**config.mk**
```make
export PLATFORM = sky130hd
export DESIGN_NAME = user_btn_reader
export DESIGN_NICKNAME = d
export VERILOG_FILES = /design/src/rtl/user_btn_pkg.sv /design/src/rtl/btn_debounce.sv /design/src/rtl/user_btn_reader.sv
export SDC_FILE = /design/constraint.sdc
export NUM_CORES = 1
export LEC_CHECK = 0
export ABC_AREA = 1
export BUFFER_PORTS_ARGS = -buffer_cell sky130_fd_sc_hd__buf_4
export CAP_MARGIN = 20
export CELL_PAD_IN_SITES_DETAIL_PLACEMENT = 1
export CELL_PAD_IN_SITES_GLOBAL_PLACEMENT = 1
export CORE_ASPECT_RATIO = 1.2
export CORE_MARGIN = 4
export CORE_UTILIZATION = 28
export CTS_BUF_LIST = sky130_fd_sc_hd__clkbuf_4
export CTS_CLUSTER_DIAMETER = 150
export DETAILED_ROUTE_END_ITERATION = 12
export PLACE_DENSITY = 0.51
export SYNTH_ARGS = -nofsm -noshare
export SYNTH_HDL_FRONTEND = slang
export SYNTH_HIERARCHICAL = 1
export SYNTH_SLANG_ARGS = --single-unit
```
**constraint.sdc**
```tcl
create_clock -name sys_clk -period 6 [get_ports sys_clk]
set_input_delay 0.3 -clock sys_clk [delete_from_list [all_inputs] [get_ports sys_clk]]
set_output_delay 0.3 -clock sys_clk [all_outputs]
set_load 0.02 [all_outputs]
```
**src/rtl/user_btn_pkg.sv**
```systemverilog
// Shared event-kind encoding and index-width helper for the button reader.
package user_btn_pkg;

   typedef enum logic [1:0] {
      EVT_REL   = 2'd0,
      EVT_PRESS = 2'd1,
      EVT_LONG  = 2'd2,
      EVT_RSVD  = 2'd3
   } evt_kind_t;

   function automatic int unsigned idx_width(input int unsigned n);
      return (n <= 1) ? 1 : $clog2(n);
   endfunction

endpackage

```
**src/rtl/btn_debounce.sv**
```systemverilog
// One button channel: 2-flop synchroniser, tick-driven debounce, edge pulses.
// Optional hold counter for long-press detection under USER_BTN_LONGPRESS_EN.
module btn_debounce
   import user_btn_pkg::*;
#(
   parameter int unsigned DEBOUNCE_TICKS  = 20,
   parameter int unsigned LONGPRESS_TICKS = 1000
) (
   input  logic clk,
   input  logic rst_n,
   input  logic pin,
   input  logic tick,
   output logic level,
   output logic rise,
   output logic fall,
   output logic long_press
);

   localparam int unsigned CW = (DEBOUNCE_TICKS > 1) ? $clog2(DEBOUNCE_TICKS) : 1;
   localparam logic [CW-1:0] CNT_LAST = CW'(DEBOUNCE_TICKS - 1);

   logic          sync1;
   logic          sync2;
   logic [CW-1:0] cnt;

   always_ff @(posedge clk or negedge rst_n) begin
      if (!rst_n) begin
         sync1 <= 1'b0;
         sync2 <= 1'b0;
         cnt   <= '0;
         level <= 1'b0;
         rise  <= 1'b0;
         fall  <= 1'b0;
      end else begin
         sync1 <= pin;
         sync2 <= sync1;
         rise  <= 1'b0;
         fall  <= 1'b0;
         if (sync2 == level) begin
            cnt <= '0;
         end else if (tick) begin
            if (cnt == CNT_LAST) begin
               level <= ~level;
               cnt   <= '0;
               rise  <= ~level;
               fall  <= level;
            end else begin
               cnt <= cnt + CW'(1);
            end
         end
      end
   end

`ifdef USER_BTN_LONGPRESS_EN
   localparam int unsigned HW = $clog2(LONGPRESS_TICKS + 1);
   localparam logic [HW-1:0] HOLD_LAST = HW'(LONGPRESS_TICKS - 1);
   localparam logic [HW-1:0] HOLD_MAX  = HW'(LONGPRESS_TICKS);

   logic [HW-1:0] hold;

   // Saturation at HOLD_MAX guarantees a single long-press pulse per press.
   always_ff @(posedge clk or negedge rst_n) begin
      if (!rst_n) begin
         hold       <= '0;
         long_press <= 1'b0;
      end else begin
         long_press <= 1'b0;
         if (!level) begin
            hold <= '0;
         end else if (tick && (hold != HOLD_MAX)) begin
            hold <= hold + HW'(1);
            if (hold == HOLD_LAST) long_press <= 1'b1;
         end
      end
   end
`else
   assign long_press = 1'b0;
`endif

endmodule

```
**src/rtl/user_btn_reader.sv**
```systemverilog
// Debounced button reader: per-channel levels/edges plus a valid/ready event queue.
// Long-press events are built only when USER_BTN_LONGPRESS_EN is defined.
module user_btn_reader
   import user_btn_pkg::*;
#(
   parameter int unsigned N_BTN           = 4,
   parameter int unsigned TICK_DIV        = 32000,
   parameter int unsigned DEBOUNCE_TICKS  = 20,
   parameter int unsigned LONGPRESS_TICKS = 1000
) (
   input  logic                              sys_clk,
   input  logic                              sys_rst_n,
   input  logic [N_BTN-1:0]                  user_btn,
   output logic [N_BTN-1:0]                  btn_level,
   output logic [N_BTN-1:0]                  btn_rise,
   output logic [N_BTN-1:0]                  btn_fall,
   output logic                              evt_valid,
   input  logic                              evt_ready,
   output logic [idx_width(N_BTN)-1:0]       evt_idx,
   output logic [1:0]                        evt_kind,
   output logic                              evt_overflow,
   input  logic                              ovf_clr
);

   localparam int unsigned IDXW = idx_width(N_BTN);
   localparam int unsigned PW   = (TICK_DIV > 1) ? $clog2(TICK_DIV) : 1;

   logic [PW-1:0]    presc;
   logic             tick;
   logic [N_BTN-1:0] long_p;
   logic [N_BTN-1:0] pend_press, pend_long, pend_rel;
   logic [N_BTN-1:0] clr_press, clr_long, clr_rel, issue_mask;
   logic             sel_valid, load, issue, ovf_new;
   logic [IDXW-1:0]  sel_idx;
   evt_kind_t        sel_kind;

   assign tick = (presc == PW'(TICK_DIV - 1));

   always_ff @(posedge sys_clk or negedge sys_rst_n) begin
      if (!sys_rst_n) presc <= '0;
      else            presc <= tick ? '0 : presc + PW'(1);
   end

   for (genvar i = 0; i < N_BTN; i++) begin : g_ch
      btn_debounce #(
         .DEBOUNCE_TICKS (DEBOUNCE_TICKS),
         .LONGPRESS_TICKS(LONGPRESS_TICKS)
      ) u_deb (
         .clk       (sys_clk),
         .rst_n     (sys_rst_n),
         .pin       (user_btn[i]),
         .tick      (tick),
         .level     (btn_level[i]),
         .rise      (btn_rise[i]),
         .fall      (btn_fall[i]),
         .long_press(long_p[i])
      );
   end

   // Lowest index wins; within a channel press, then long, then release.
   always_comb begin
      sel_valid = 1'b0;
      sel_idx   = '0;
      sel_kind  = EVT_REL;
      for (int unsigned i = 0; i < N_BTN; i++) begin
         if (!sel_valid) begin
            if (pend_press[i]) begin
               sel_valid = 1'b1; sel_idx = IDXW'(i); sel_kind = EVT_PRESS;
            end else if (pend_long[i]) begin
               sel_valid = 1'b1; sel_idx = IDXW'(i); sel_kind = EVT_LONG;
            end else if (pend_rel[i]) begin
               sel_valid = 1'b1; sel_idx = IDXW'(i); sel_kind = EVT_REL;
            end
         end
      end
   end

   assign load  = !evt_valid || evt_ready;
   assign issue = load && sel_valid;

   always_comb begin
      issue_mask = issue ? (N_BTN'(1) << sel_idx) : '0;
      clr_press  = (sel_kind == EVT_PRESS) ? issue_mask : '0;
      clr_long   = (sel_kind == EVT_LONG)  ? issue_mask : '0;
      clr_rel    = (sel_kind == EVT_REL)   ? issue_mask : '0;
      // A set that lands on a bit being issued this cycle is not a loss.
      ovf_new    = |((btn_rise & pend_press & ~clr_press) |
                     (long_p   & pend_long  & ~clr_long)  |
                     (btn_fall & pend_rel   & ~clr_rel));
   end

   always_ff @(posedge sys_clk or negedge sys_rst_n) begin
      if (!sys_rst_n) begin
         pend_press   <= '0;
         pend_long    <= '0;
         pend_rel     <= '0;
         evt_valid    <= 1'b0;
         evt_idx      <= '0;
         evt_kind     <= '0;
         evt_overflow <= 1'b0;
      end else begin
         pend_press   <= btn_rise | (pend_press & ~clr_press);
         pend_long    <= long_p   | (pend_long  & ~clr_long);
         pend_rel     <= btn_fall | (pend_rel   & ~clr_rel);
         evt_overflow <= ovf_new | (evt_overflow & ~ovf_clr);
         if (load) begin
            evt_valid <= sel_valid;
            if (sel_valid) begin
               evt_idx  <= sel_idx;
               evt_kind <= sel_kind;
            end
         end
      end
   end

endmodule
```
==> impl_metrics.py <==
metrics = {
    "floorplanning": {
        "num_rows": 46,
        "die_w_um": 114,
        "initial_utilization_pct": 28.6,
        "die_h_um": 135,
        "core_um2": 13200,
        "io_pins": 26,
        "fp.dieArea_um2": 15500,
    },
    "clocking": {
        "htree_num_levels": 3,
        "worstSkewPairLatency_ns": 0.42,
        "cts_resized": 0,
        "cts-root-buf": "clkbuf_4",
        "postCtsSetupRepairBufs": 0,
        "cts_buffers": 9,
        "clockBufferDepth": 2,
        "ctsHoldBuffers": 4,
        "clock_sinks": 73,
        "cts.clk_slew.worst_paths_ns": 0.12,
        "cts_tree": "yes",
    },
    "cells_and_area": {
        "area_delta_synth_final_pct": 13.4,
        "n_fill_cell": 1652,
        "final_nets": 509,
        "fin_util_pct": 32.5,
        "layout-drive-gt1-share_pct": 19.8,
    },
    "sta": {
        "fin_skew_ns": 0.0206,
        "tns_ns": 0,
        "worst_pin_slew_ns": 0.920,
        "rsz0062_at_grt": "no",
        "fmax_mhz": 382,
        "finalCritPeriodShare_pct": 43.6,
        "finalWorstPathRequiredPeriod_ns": 2.62,
        "hold_violations": 0,
        "drv_slew": 0,
        "whs_ns": 0.152,
        "setup_viol": 0,
        "relSlewSlack_pct": 38.6,
        "setup_ws_ns": 3.38,
    },
    "synthesis": {
        "postSynthCellCount": 462,
        "syn-num-nets": 475,
        "avgSynthCellArea_um2": 8.21,
        "syn_area_um2": 3790,
        "synth_top_cell_by_area": "dfrtp_1",
        "ys_types": 32,
        "ys_ff_latch": 73,
        "ys_warn_count": 6,
        "synth_area_leaders": "dfrtp_1, nand2_1, inv_1",
        "seq_area_frac_synth_pct": 48.2,
        "synthFlopType": "dfrtp_1",
        "ys_async_sr_fraction_pct": 100,
        "synth_top_area_share_pct": 48.2,
        "synth_edf_count": 0,
    },
    "global_route": {
        "grt_max_degree": 74,
        "grt_pass1_wl_mm": 15.0,
        "antenna_found_initial": 0,
        "track_usage_pct": 12.1,
        "grt_pass1_vias": 3184,
        "grt-ovfl-total": 0,
    },
    "placement": {
        "dp_slack_ns": 3.36,
        "gp_congestion": 0.742,
        "port_buffers": 25,
        "dp_hpwl_mm": 6.41,
    },
    "worst_hold_path": {
        "hp-class": "input port to flop",
    },
    "critical_path": {
        "cp_max_fo": 25,
        "criticalPathCategory": "flop to flop",
        "arrival_ns": 2.97,
        "cp-end-kind": "flop",
        "worst-endpoint-required_ns": 6.35,
        "worstSetupStartpointType": "flop",
    },
    "power": {
        "power.total_uw": 835,
        "ir_drop_mv": 0.0712,
        "p_leak_uw": 0.00229,
        "power.density_nw_per_um2": 194,
    },
    "status": {
        "run_status": "finished, final reports clean",
    },
    "routing": {
        "dr.pass1.iters": 4,
        "drt-total-wl_mm": 8.72,
        "wl_per_cell_um": 13.0,
        "viasPerCell": 4.51,
        "antenna_left": 0,
        "drc": 0,
        "drtIter0Drc": 94,
        "via_count": 3015,
    },
    "run": {
        "drv_cap": 0,
    },
}
==> cells in the mapped netlist, types with 3 or more instances <==
cell / n
xor2_1: 7
inv_2: 11
conb_1: 4
inv_1: 49
dfrtp_1: 73
nand2_1: 146
nand3_2: 5
nand2_4: 4
buf_6: 4
buf_4: 4
a21oi_2: 4
a21o_2: 3
o21ai_0: 3
nor2_4: 5
a21oi_1: 11
a31oi_1: 3
nand2_2: 8
nor2_1: 28
nor2_2: 10
ha_1: 5
a21o_1: 8
nand3_1: 36
inv_4: 4
nand4_1: 16
==> cells in the final DEF, fill, tap and decap left out, types with 2 or more instances in the layout <==
cell type / netlist / routed
inv_4: 4 / 4
dlygate4sd3_1: 0 / 5
a21o_1: 8 / 8
ha_1: 5 / 5
clkbuf_4: 0 / 11
a31oi_1: 3 / 3
nor2_2: 10 / 10
a21o_2: 3 / 3
conb_1: 4 / 4
o21ai_0: 3 / 3
nand2_2: 8 / 8
nand3_1: 36 / 36
a21oi_1: 11 / 11
a21oi_2: 4 / 4
nor3_1: 2 / 2
nor2_4: 5 / 5
nand4_1: 16 / 16
buf_4: 4 / 25
dfrtp_1: 73 / 73
or2_2: 2 / 2
nand2_1: 146 / 146
o211ai_1: 2 / 2
nand3_2: 5 / 5
clkinv_2: 0 / 2
nand2_4: 4 / 4
inv_2: 11 / 11
xor2_1: 7 / 7
inv_1: 49 / 49
nor2_1: 28 / 28
==> routing by layer <==
metal,up-vias,wire (um),track usage [%]
met5,-,0,0
met4,0,117,4.22
met2,27,4400,21.1
li1,1519,-,-
met1,1460,3930,14.4
met3,9,273,3.17
==> report_power, final <==
part / internal, uW / switching, uW / total [uW]
Clock: 89.9 / 174 / 263
Sequential: 499 / 5.60 / 505
Combinational: 23.6 / 42.5 / 66.1
Total: 613 / 222 / 835
==> cells by family (layout without fill, tap and decap cells) <==
family                     Yosys count  count (layout)  synth area share, %
and+or+nand+nor                    265             265                 33.1
DFF                                 73              73                 48.2
buffers and inverters               72             110                 8.58
AOI/OAI and AO/OA                   35              35                 6.24
xor gates and xnor gates             8               8                 1.85
adders and majority gates            5               5                 1.65
other                                4               5                0.396
==> worst paths after layout <==
check | start | endpoint | slack (ns) | cells past startpoint
setup / recovery | presc[0] | g_ch[3].u_deb/cnt[4] | 3.38 | 11
hold / removal | evt_ready | evt_valid | 0.15 | 3
setup reg to reg | presc[0] | g_ch[3].u_deb/cnt[4] | 3.38 | 11
hold reg to reg | g_ch[1].u_deb/sync1 | g_ch[1].u_deb/sync2 | 0.36 | 0
max in group asynchronous | sys_rst_n | g_ch[0].u_deb/fall | 5.10 | 3
min in group asynchronous | sys_rst_n | evt_valid | 0.32 | 2
==> final cells by class <==
type,instances,area (um2),area share (%)
well taps,168,210,4.89
clock buffers,11,82.6,1.92
clock inverters,4,21.3,0.495
multi-input cells,317,1640,38.1
diodes,1,2.50,0.0582
inverters,64,250,5.82
flip-flops and latches,73,1830,42.5
repair buffers,31,265,6.17
==> state kept, by name (all words and copies together), names as in the netlist <==
register          count
pend_rel              4
pend_press            4
g_ch.u_deb/sync1      4
evt_idx               2
evt_overflow          1
g_ch.u_deb/level      4
pend_long             4
g_ch.u_deb/sync2      4
g_ch.u_deb/fall       4
g_ch.u_deb/rise       4
g_ch.u_deb/cnt       20
presc                15
evt_kind              2
evt_valid             1
==> stage by stage <==
step	instances	cell area, um2
2_1_floorplan	462	3790
3_3_place_gp	647	4110
3_5_place_dp	647	4110
4_1_cts	666	4260
5_1_grt	668	4300
6_report	669	4300
==> critical path, cell delays in order (launching register included) <==
cell     delay [ns]
dfrtp_1        0.38
ha_1           0.19
nand3_1        0.12
nor2_1         0.17
nand3_1        0.09
inv_1          0.15
nand4_2        0.19
inv_1          0.72
nand3_1        0.19
nor2_2         0.22
nand2_1        0.08
nand2_1        0.06
Power figures use the tool's default switching activity.
